### config.mk
export PLATFORM = sky130hd
export DESIGN_NAME = frac_sad_select
export DESIGN_NICKNAME = d
export VERILOG_FILES = /design/src/rtl/frac_sad_select_pkg.sv /design/src/rtl/frac_sad_select_byte_sum_tree.sv /design/src/rtl/frac_sad_select.sv
export SDC_FILE = /design/constraint.sdc
export NUM_CORES = 2
export LEC_CHECK = 0
export BUFFER_PORTS_ARGS = -buffer_cell sky130_fd_sc_hd__buf_4
export CORE_AREA = 2 2 552 554
export CTS_BUF_LIST = sky130_fd_sc_hd__clkbuf_16
export CTS_CLUSTER_SIZE = 14
export DETAILED_ROUTE_END_ITERATION = 8
export DIE_AREA = 0 0 554 556
export PLACE_DENSITY = 0.36
export RECOVER_POWER = 50
export SYNTH_ARGS = -nofsm -noshare
export SYNTH_HDL_FRONTEND = slang
export SYNTH_HIERARCHICAL = 1
export SYNTH_SLANG_ARGS = --single-unit
### constraint.sdc
create_clock -name clk -period 12.2 [get_ports clk]
set_clock_uncertainty 0.05 [all_clocks]
set_input_delay 2.44 -clock clk [delete_from_list [all_inputs] [get_ports clk]]
set_output_delay 2.44 -clock clk [all_outputs]
set_load 0.05 [all_outputs]
### src/rtl/frac_sad_select_pkg.sv
// Shared constants, candidate indexing and FSM state type for the fractional SAD selector.
package frac_sad_select_pkg;

  localparam int NUM_CAND   = 15;
  localparam int NUM_ROWS   = 5;
  localparam int LINE_SUM_W = 12;
  localparam int H_ROW_W    = 112;
  localparam int F_ROW_W    = 56;

  localparam int ROW_UH = 0;
  localparam int ROW_UQ = 1;
  localparam int ROW_M  = 2;
  localparam int ROW_LQ = 3;
  localparam int ROW_LH = 4;

  localparam int KIND_H = 0;
  localparam int KIND_Q = 1;
  localparam int KIND_F = 2;

  typedef enum logic [1:0] {ACCUM, SEARCH, DONE} state_t;

  function automatic int cand_idx(input int row, input int kind);
    return row * 3 + kind;
  endfunction

endpackage

### src/rtl/frac_sad_select_byte_sum_tree.sv
// Unsigned sum of NBYTES packed bytes; 14 x 255 still fits the 12-bit line-sum width.
module byte_sum_tree
  import frac_sad_select_pkg::*;
#(
  parameter int NBYTES = 14
) (
  input  logic [NBYTES*8-1:0]   bytes,
  output logic [LINE_SUM_W-1:0] sum
);

  always_comb begin
    sum = '0;
    for (int i = 0; i < NBYTES; i++)
      sum = sum + LINE_SUM_W'(bytes[i*8 +: 8]);
  end

endmodule

### src/rtl/frac_sad_select.sv
// Accumulates 15 fractional-candidate SADs over LINES lines, then scans them
// one per cycle and reports the lowest-index minimum.
module frac_sad_select
  import frac_sad_select_pkg::*;
#(
  parameter int LINES = 8,
  parameter int ACC_W = 16
) (
  input  logic                 clk,
  input  logic                 rst,
  input  logic                 in_valid,
  output logic                 in_ready,
  input  logic [559:0]         diff_h,
  input  logic [559:0]         diff_q,
  input  logic [279:0]         diff_f,
  output logic                 out_valid,
  input  logic                 out_ready,
  output logic [3:0]           best_idx,
  output logic [ACC_W-1:0]     best_sad
);

  localparam int CNT_W = (LINES > 1) ? $clog2(LINES) : 1;

  state_t                                 state;
  logic [CNT_W-1:0]                       line_cnt;
  logic [3:0]                             scan_cnt;
  logic [NUM_CAND-1:0][ACC_W-1:0]         acc;
  logic [NUM_CAND-1:0][LINE_SUM_W-1:0]    linesum;

  for (genvar r = 0; r < NUM_ROWS; r++) begin : g_row
    logic [LINE_SUM_W-1:0] fsum;

    byte_sum_tree #(.NBYTES(14)) u_h (
      .bytes (diff_h[r*H_ROW_W +: H_ROW_W]),
      .sum   (linesum[cand_idx(r, KIND_H)])
    );
    byte_sum_tree #(.NBYTES(14)) u_q (
      .bytes (diff_q[r*H_ROW_W +: H_ROW_W]),
      .sum   (linesum[cand_idx(r, KIND_Q)])
    );
    byte_sum_tree #(.NBYTES(7)) u_f (
      .bytes (diff_f[r*F_ROW_W +: F_ROW_W]),
      .sum   (fsum)
    );
    // f carries 7 samples; doubling puts it on the same 14-sample scale as h/q
    assign linesum[cand_idx(r, KIND_F)] = fsum << 1;
  end

  assign in_ready = (state == ACCUM);

  always_ff @(posedge clk or posedge rst) begin
    if (rst) begin
      state     <= ACCUM;
      line_cnt  <= '0;
      scan_cnt  <= '0;
      acc       <= '0;
      out_valid <= 1'b0;
      best_idx  <= '0;
      best_sad  <= '0;
    end else begin
      case (state)
        ACCUM: if (in_valid) begin
          // Line 0 overwrites, so stale sums from the last block never leak in
          for (int k = 0; k < NUM_CAND; k++)
            acc[k] <= (line_cnt == '0) ? ACC_W'(linesum[k])
                                       : acc[k] + ACC_W'(linesum[k]);
          if (line_cnt == CNT_W'(LINES - 1)) begin
            line_cnt <= '0;
            scan_cnt <= '0;
            state    <= SEARCH;
          end else begin
            line_cnt <= line_cnt + 1'b1;
          end
        end
        SEARCH: begin
          if (scan_cnt == 4'd0) begin
            best_sad <= acc[0];
            best_idx <= 4'd0;
          end else if (acc[scan_cnt] < best_sad) begin
            best_sad <= acc[scan_cnt];
            best_idx <= scan_cnt;
          end
          if (scan_cnt == 4'(NUM_CAND - 1)) begin
            state     <= DONE;
            out_valid <= 1'b1;
          end else begin
            scan_cnt <= scan_cnt + 4'd1;
          end
        end
        DONE: if (out_ready) begin
          out_valid <= 1'b0;
          state     <= ACCUM;
        end
        default: state <= ACCUM;
      endcase
    end
  end

endmodule

==> qor.csv <==
stage;metric;value;unit
final_layout;fillers;32900;
die;num_rows;202;
sta;tns;0;ns
hold_path;min_path_type;reg2reg;
global_routing;grt-ovfl-total;0;
die;core_area;302000;µm²
die;die_h;556;µm
critical_path;cp.required;12.68;ns
global_routing;grt_pass1_wl;356000;µm
clock_tree;cts_setup_buffers;0;
route;drtIter0Drc;2087;
sta;slew_viol_final;317;
hold_path;min_to;best_idx[1]$_DFFE_PP0P_;
logic_synthesis;synthCells;6423;
clock_tree;path_clk_slew;0.05;ns
logic_synthesis;synth_nets;9438;
sta;worstMarginPinSlew;5.15;ns
critical_path;ff2ff_path_depth;12;
sta;setup_viol;0;
hold_path;worstHoldPathCells;1;
place;hpwl;219000;µm
critical_path;r2r-end;best_sad[0]$_DFFE_PP0P_;
final_layout;layout.nets;10800;
route;num_vias;48300;
route;drt_pass1_iterations;5;
sta;setup_slack;3.21;ns
logic_synthesis;syn_area;59200;µm²
flow_run;max_cap_violations;5;
global_routing;track_usage;0.157;
place;globalplace.congestion;0.865;
place;io_buffer_count;1425;
outcome;failed_checks;capacitance limit, slew limit;
clock_tree;cts_resized;0;
clock_tree;cts.sinks;265;
sta;slew_headroom;-2.45;
die;start_util;0.196;
die;dieWidth;554;µm
route;routed_wl;244000;µm
critical_path;max_stage_delay;0.60;ns
critical_path;end_kind;register;
critical_path;crit_fanout;5;
clock_tree;cts_inserted_buffers;42;
clock_tree;cts-hold-fix-buffers;0;
sta;rsz0062_at_grt;no;
place;dp_slack;2.48;ns
clock_tree;clock_path_buffers;3;
hold_path;min_from;best_idx[1]$_DFFE_PP0P_;
final_layout;syn2layout_area_growth;28.1;%
critical_path;crit_slowest_cell;fa_1;
route;ant_nets;0;
logic_synthesis;ys.warnings.count;6;
die;dieArea;308000;µm²
clock_tree;clockRootBuffer;clkbuf_16;
global_routing;grt_pass1_vias;53300;
critical_path;r2r_start;scan_cnt[0]$_DFFE_PP0P_;
critical_path;start_kind;primary input;
route;drc;0;
sta;finalHoldViolations;0;
sta;fin_crit;8.99;ns
clock_tree;worstSkewPairLatency;0.61;ns
global_routing;grt_max_degree;94;
global_routing;antenna_found_initial;40;
sta;hold_ws;0.466;ns
critical_path;reg2reg_slack;4.32;ns
sta;fin_crit_sh;0.737;
die;ios;1426;
critical_path;critPathKind;in2reg;
final_layout;drive_above_1_share;0.215;
clock_tree;htreeDepth;2;
logic_synthesis;syn_area_per_cell;9.22;µm²
route;routed_via_density;4.09;
clock_tree;cts_tree;built;
sta;fmax;0.111;GHz
outcome;outcome;finished, violations left;
route;routedWlPerCell;20.7;µm
critical_path;worstPathArrival;9.47;ns
critical_path;cpMostUsedCell;inv_1;
## cell usage in the layout (no fill, tap or decap), types with 214 or more instances in the layout
| master | count |
|---|---|
| o21ai_0 | 294 |
| dfrtp_1 | 264 |
| xnor2_1 | 214 |
| ha_1 | 576 |
| nand2_1 | 337 |
| buf_4 | 1423 |
| a21oi_1 | 365 |
| nor2_1 | 228 |
| inv_1 | 1656 |
| fa_1 | 1035 |
## sequential cells by signal, summed over array words and instances (netlist names)
name / flops
line_cnt: 3
out_valid: 1
best_sad: 16
acc: 235
best_idx: 4
state: 2
scan_cnt: 4
## per-layer routing
layer,track usage,vias to the layer above,part of all wire
met5,0,-,0.00038
met4,0.0202,14,0.011
met3,0.0221,119,0.042
met2,0.283,1065,0.51
met1,0.201,23900,0.44
li1,-,23200,-
## stage by stage
step	cells	cell area, µm²	util
after floorplan	6423	59200	-
after detailed placement	11700	74600	0.247
after global routing	11800	75900	0.251
final	11800	75900	0.251
after CTS	11800	76000	0.251
after global placement	11700	74600	0.247
## critical path, delay by kind of cell
family | cells | cell delay (ns)
buffers and inverters | 7 | 0.39
XOR/XNOR | 2 | 0.33
AO/OA/AOI/OAI | 8 | 1.28
adder cells (fa/ha/maj) | 9 | 4.04
AND/OR/NAND/NOR | 5 | 1.00
## worst max-delay path by stage
stage                      startpoint                   end  slack, ns  cells past startpoint
final                       diff_q[2]   acc[31]$_DFFE_PP0P_       3.21                     31
after global routing              rst  acc[119]$_DFFE_PP0P_       2.09                      3
after CTS                 diff_h[337]  acc[159]$_DFFE_PP0P_       3.10                     28
after detailed placement  diff_h[337]  acc[159]$_DFFE_PP0P_       2.48                     28
after global placement    diff_h[337]  acc[159]$_DFFE_PP0P_       2.53                     28
after floorplan                   rst    acc[0]$_DFFE_PP0P_       2.41                      1
## final cells by class
cell class / count / area [µm²] / share of cell area
Sequential cell: 265 / 6640 / 0.0874
Inverter: 1647 / 6180 / 0.0815
Antenna cell: 11 / 27.5 / 0.000363
Clock inverter: 33 / 245 / 0.00323
Timing Repair Buffer: 1450 / 10800 / 0.142
Clock buffer: 45 / 1130 / 0.0148
Tap cell: 3978 / 4980 / 0.0656
Multi-Input combinational cell: 4383 / 45900 / 0.605
Power is left out: the tool's default activity adds up to more than one toggle a clock period on the data nets, which glitch-free logic cannot reach.
